**config.mk**
```make
export PLATFORM = sky130hd
export DESIGN_NAME = cc_branch_unit
export DESIGN_NICKNAME = d
export VERILOG_FILES = /design/src/rtl/cc_pkg.sv /design/src/rtl/cc_cond_eval.sv /design/src/rtl/cc_branch_unit.sv
export SDC_FILE = /design/constraint.sdc
export NUM_CORES = 1
export LEC_CHECK = 0
export CORE_ASPECT_RATIO = 1.4
export CORE_MARGIN = 5
export CORE_UTILIZATION = 50
export CTS_CLUSTER_SIZE = 10
export DETAILED_ROUTE_END_ITERATION = 8
export PLACE_DENSITY = 0.84
export SLEW_MARGIN = 15
export SYNTH_ARGS = -nofsm -noshare
export SYNTH_HDL_FRONTEND = slang
export SYNTH_SLANG_ARGS = --single-unit
```
**constraint.sdc**
```tcl
create_clock -name clk -period 4.3 [get_ports clk]
set_clock_uncertainty 0.1 [all_clocks]
set_input_delay 1.29 -clock clk [delete_from_list [all_inputs] [get_ports clk]]
set_output_delay 1.29 -clock clk [all_outputs]
set_load 0.005 [all_outputs]
```
**src/rtl/cc_pkg.sv**
```systemverilog
// Shared definitions for the branch unit: icc flag positions, Bicc condition
// codes and the delay-slot sequencer states.
package cc_pkg;

    localparam int N_BIT = 3;
    localparam int Z_BIT = 2;
    localparam int V_BIT = 1;
    localparam int C_BIT = 0;

    localparam logic [3:0] COND_BN   = 4'b0000;
    localparam logic [3:0] COND_BE   = 4'b0001;
    localparam logic [3:0] COND_BLE  = 4'b0010;
    localparam logic [3:0] COND_BL   = 4'b0011;
    localparam logic [3:0] COND_BLEU = 4'b0100;
    localparam logic [3:0] COND_BCS  = 4'b0101;
    localparam logic [3:0] COND_BNEG = 4'b0110;
    localparam logic [3:0] COND_BVS  = 4'b0111;
    localparam logic [3:0] COND_BA   = 4'b1000;
    localparam logic [3:0] COND_BNE  = 4'b1001;
    localparam logic [3:0] COND_BG   = 4'b1010;
    localparam logic [3:0] COND_BGE  = 4'b1011;
    localparam logic [3:0] COND_BGU  = 4'b1100;
    localparam logic [3:0] COND_BCC  = 4'b1101;
    localparam logic [3:0] COND_BPOS = 4'b1110;
    localparam logic [3:0] COND_BVC  = 4'b1111;

    typedef enum logic {
        IDLE = 1'b0,
        SLOT = 1'b1
    } cc_state_e;

endpackage

```
**src/rtl/cc_cond_eval.sv**
```systemverilog
// Combinational Bicc/Ticc condition evaluator: cond field plus {N,Z,V,C}
// gives taken. The upper cond bit inverts the base test.
module cc_cond_eval
    import cc_pkg::*;
(
    input  logic [3:0] cond,
    input  logic [3:0] nzvc,
    output logic       taken
);

    logic n_s;
    logic z_s;
    logic v_s;
    logic c_s;
    logic base_s;

    assign n_s = nzvc[N_BIT];
    assign z_s = nzvc[Z_BIT];
    assign v_s = nzvc[V_BIT];
    assign c_s = nzvc[C_BIT];

    // Base condition selected by the low three cond bits.
    always_comb begin
        base_s = 1'b0;
        case (cond[2:0])
            3'b000:  base_s = 1'b0;
            3'b001:  base_s = z_s;
            3'b010:  base_s = z_s | (n_s ^ v_s);
            3'b011:  base_s = n_s ^ v_s;
            3'b100:  base_s = c_s | z_s;
            3'b101:  base_s = c_s;
            3'b110:  base_s = n_s;
            3'b111:  base_s = v_s;
            default: base_s = 1'b0;
        endcase
    end

    assign taken = base_s ^ cond[3];

endmodule

```
**src/rtl/cc_branch_unit.sv**
```systemverilog
// Integer condition codes, Bicc evaluation and delay-slot sequencing with a
// one-cycle fetch redirect. Option CC_BYPASS_EN forwards flags_in to the
// condition when a cc write coincides with a branch.
module cc_branch_unit
    import cc_pkg::*;
#(
    parameter int ADDR_W = 32
) (
    input  logic              clk,
    input  logic              rst_n,
    input  logic [3:0]        flags_in,
    input  logic              cc_we,
    input  logic              br_valid,
    output logic              br_ready,
    input  logic [3:0]        br_cond,
    input  logic              br_annul,
    input  logic [ADDR_W-1:0] br_target,
    input  logic              slot_valid,
    output logic              slot_annul,
    output logic              redirect,
    output logic [ADDR_W-1:0] redirect_pc,
    output logic [3:0]        icc
);

    cc_state_e         state_q, state_d;
    logic              taken_q, taken_d;
    logic              annul_q, annul_d;
    logic [ADDR_W-1:0] target_q, target_d;
    logic [3:0]        icc_q, icc_d;
    logic              redirect_q, redirect_d;
    logic [ADDR_W-1:0] redirect_pc_q, redirect_pc_d;

    logic [3:0]        eval_nzvc_s;
    logic              taken_s;
    logic              cc_squash_s;

`ifdef CC_BYPASS_EN
    assign eval_nzvc_s = (cc_we && br_valid && (state_q == IDLE)) ? flags_in : icc_q;
`else
    assign eval_nzvc_s = icc_q;
`endif

    cc_cond_eval u_cond_eval (
        .cond  (br_cond),
        .nzvc  (eval_nzvc_s),
        .taken (taken_s)
    );

    // A squashed delay-slot instruction must not touch icc.
    assign cc_squash_s = (state_q == SLOT) && annul_q && slot_valid;

    // Next-state for the slot sequencer, latched branch info, redirect and icc.
    always_comb begin
        state_d       = state_q;
        taken_d       = taken_q;
        annul_d       = annul_q;
        target_d      = target_q;
        icc_d         = icc_q;
        redirect_d    = 1'b0;
        redirect_pc_d = redirect_pc_q;

        case (state_q)
            IDLE: begin
                if (br_valid) begin
                    taken_d  = taken_s;
                    annul_d  = br_annul & (~taken_s | (br_cond == COND_BA));
                    target_d = br_target;
                    state_d  = SLOT;
                end else begin
                    state_d  = IDLE;
                end
            end
            SLOT: begin
                if (slot_valid) begin
                    state_d = IDLE;
                    if (taken_q) begin
                        redirect_d    = 1'b1;
                        redirect_pc_d = target_q;
                    end else begin
                        redirect_d    = 1'b0;
                    end
                end else begin
                    state_d = SLOT;
                end
            end
            default: state_d = IDLE;
        endcase

        if (cc_we && !cc_squash_s) begin
            icc_d = flags_in;
        end else begin
            icc_d = icc_q;
        end
    end

    // State and datapath registers.
    always_ff @(posedge clk or negedge rst_n) begin
        if (!rst_n) begin
            state_q       <= IDLE;
            taken_q       <= 1'b0;
            annul_q       <= 1'b0;
            target_q      <= {ADDR_W{1'b0}};
            icc_q         <= 4'b0000;
            redirect_q    <= 1'b0;
            redirect_pc_q <= {ADDR_W{1'b0}};
        end else begin
            state_q       <= state_d;
            taken_q       <= taken_d;
            annul_q       <= annul_d;
            target_q      <= target_d;
            icc_q         <= icc_d;
            redirect_q    <= redirect_d;
            redirect_pc_q <= redirect_pc_d;
        end
    end

    assign br_ready    = (state_q == IDLE);
    assign slot_annul  = (state_q == SLOT) && annul_q;
    assign redirect    = redirect_q;
    assign redirect_pc = redirect_pc_q;
    assign icc         = icc_q;

endmodule

```
==> flow_metrics.tcl <==
set metrics [dict create \
    start_util_pct 51.07 \
    avgSynthCellArea_sq_um 15.74 \
    gr-total-overflow 0 \
    p_leak_nw 1.656 \
    path_cells "clkdlybuf4s50_1 > nand3_2 > mux2_2" \
    synthTopCellsByCount "72 x dfrtp_1, 69 x mux2_2, 6 x buf_2" \
    cp-end-kind "flip-flop" \
    synth_edf_count 0 \
    finalWirelength_mm 5.595 \
    period_needed_ns 2.973 \
    cp_max_fo 33 \
    path_buf_inv 1 \
    antenna_found_initial 0 \
    powerDensity_nw_per_um2 590.6 \
    drive_gt1_share_pct 33.21 \
    htreeDepth 3 \
    postCtsSetupBuffers 0 \
    arrival_ns 3.08 \
    crit_type "in -> reg" \
    grt_util_all_layers_pct 16.77 \
    ios 85 \
    cts_inserted_buffers 9 \
    total_power_mw 2.312 \
    cts_hold_buf 0 \
    rsz0062_at_grt "no" \
    synth_warnings 0 \
    rr_worst_depth 2 \
    max-cap-violations 0 \
    fill_cells 398 \
    period_share_pct 69.14 \
    cts.clk_slew.worst_paths_ns 0.07 \
    ys_seq_area_share_pct 64.31 \
    clock_sinks 72 \
    gp_congestion 0.7377 \
    whs_endpoint "redirect_pc[11]" \
    r2r_slack_ns 2.30 \
    synth-main-ff-cell "dfrtp_1" \
    die_h_um 98.57 \
    syn_nets 224 \
    num_rows 32 \
    synth.most_common_cell "dfrtp_1" \
    async_reset_ff_share_pct 100.0 \
    synth_cell_type_count 21 \
    timing.setup.tns_ns 0 \
    ys_seq_elements 72 \
    areaGrowthSynthToFinish_pct 39.75 \
    finalHoldViolCount 0 \
    ir_drop_uv 467.1 \
    r2r_start "state_q" \
    run_status "complete, no violations" \
    synthesis.area_sq_um 2801 \
    nets 315 \
    tightest_slew_ns 0.8546 \
    slew_headroom_pct 42.96 \
    grt_pass1_wl_mm 9.108 \
    critPathMaxStageDelay_ns 0.68 \
    clock_latency_ns 0.33 \
    clockBufferDepth 2 \
    drcViolationCount 0 \
    yosys-top-cells-area "dfrtp_1 64%, mux2_2 28%, buf_2 1.1%" \
    required_ns 4.41 \
    vias 1726 \
    die-area_sq_um 7221 \
    netlist_instances 178 \
    drtIter0Drc 60 \
    hp-class "reg -> reg" \
    yosysTopAreaCellShare_pct 64.31 \
    vias_per_cell 5.047 \
    finalSetupViolations 0 \
    wire_per_inst_um 16.36 \
    min_path_cells 1 \
    fp.coreArea_sq_um 5485 \
    n_antenna_cell 0 \
    port_buffers 84 \
    cts_tree "yes" \
    drt.antenna.violating_nets 0 \
    grt_pass1_vias 1888 \
    critPathTopFamily "simple AND/OR/NAND/NOR gates" \
    clockRootBuffer "clkbuf_8" \
    dp_hpwl_mm 3.965 \
    drv_slew 0 \
    slowest_stage "nand3_2" \
    die_width_um 73.26 \
    cp-start-kind "input port" \
    dr.pass1.iters 3 \
    hp-start "target_q[11]" \
    r2r_end "redirect_pc[21]" \
    synth_area_leader_cell "dfrtp_1" \
    fmax_mhz 336.4 \
    grt_max_degree 34 \
    cts_resized 0 \
]
registers in the layout (all words and copies together) (netlist names):
register and flops:
target_q 32, annul_q 1, taken_q 1, redirect 1, redirect_pc 32, state_q 1
icc 4
how the worst max path moves through the flow:
stage	from	endpoint	slack [ns]	cells past startpoint
3_3_place_gp	slot_valid	redirect_pc[13]	1.01	3
2_1_floorplan	br_cond[1]	annul_q	1.90	5
4_1_cts	slot_valid	redirect_pc[21]	1.32	3
3_5_place_dp	slot_valid	redirect_pc[21]	0.99	3
5_1_grt	slot_valid	redirect_pc[21]	1.26	3
6_report	slot_valid	redirect_pc[21]	1.33	3
layer usage:
layer / track usage, % / vias to the layer above / wire length, um
met4: 8.523 / 0 / 132
met5: 0 / - / 0
met3: 3.265 / 12 / 263
met2: 27.84 / 47 / 3024
li1: - / 803 / -
met1: 20.34 / 864 / 2174
through the flow:
step / hold WS, ns / util (%) / cells / cell area, sq um / setup slack, ns
4_1_cts: 0.4084 / 71.37 / 342 / 3915 / 1.320
3_3_place_gp: 0.3808 / 67.75 / 326 / 3716 / 1.010
6_report: 0.4045 / 71.37 / 342 / 3915 / 1.327
2_1_floorplan: 0.3568 / - / 178 / 2801 / 1.900
5_1_grt: 0.4187 / 71.37 / 342 / 3915 / 1.256
3_5_place_dp: 0.3927 / 67.75 / 326 / 3716 / 0.9857
placed cells by master (no fill, tap or decap):
| cell type | Yosys | final |
|---|---|---|
| clkdlybuf4s50_1 | 0 | 83 |
| dfrtp_1 | 72 | 72 |
| mux2_2 | 69 | 69 |
| clkbuf_8 | 0 | 11 |
| nor2_1 | 5 | 5 |
| nor3b_1 | 3 | 3 |
| buf_4 | 0 | 3 |
| inv_1 | 2 | 2 |
| nand3_1 | 3 | 2 |
| nand2_1 | 2 | 2 |
| nor2b_1 | 3 | 2 |
| mux2i_1 | 2 | 2 |
| clkbuf_1 | 0 | 2 |
| clkinv_2 | 0 | 2 |
| and2_1 | 1 | 1 |
| a21oi_1 | 1 | 1 |
| nand3_2 | 0 | 1 |
| nor2b_4 | 0 | 1 |
| nand2b_1 | 1 | 1 |
| nor3_1 | 1 | 1 |
| and2_4 | 1 | 1 |
| o21ai_0 | 1 | 1 |
| nand4_1 | 1 | 1 |
| o31ai_1 | 1 | 1 |
| xnor2_1 | 1 | 1 |
| a211oi_2 | 1 | 1 |
| bufinv_16 | 0 | 1 |
| buf_2 | 6 | 1 |
power by group:
group	total, mW	switching [mW]	internal (mW)
registers	1.06	0.136	0.923
clock network	0.528	0.229	0.299
logic	0.725	0.207	0.518
area by class of cell:
class                           count  area [sq um]  share of cell area [%]
Sequential cell                    72          1802                   46.02
Tap cell                           68         85.08                   2.173
Clock inverter                      3         40.04                   1.023
Multi-Input combinational cell     97         963.4                   24.61
Timing Repair Buffer               87         858.3                   21.92
Inverter                            2         7.507                  0.1918
Clock buffer                       13         158.9                   4.059
logic make-up (layout without fill, tap and decap cells):
group / after synthesis / after routing / share of synthesized area, %
DFF: 72 / 72 / 64.31
muxes: 71 / 71 / 28.45
and+or+nand+nor: 21 / 21 / 4.109
buffers and inverters: 9 / 105 / 1.742
AOI/OAI and AO/OA: 4 / 4 / 1.072
xor gates and xnor gates: 1 / 1 / 0.3127
Power figures use the tool's default switching activity.
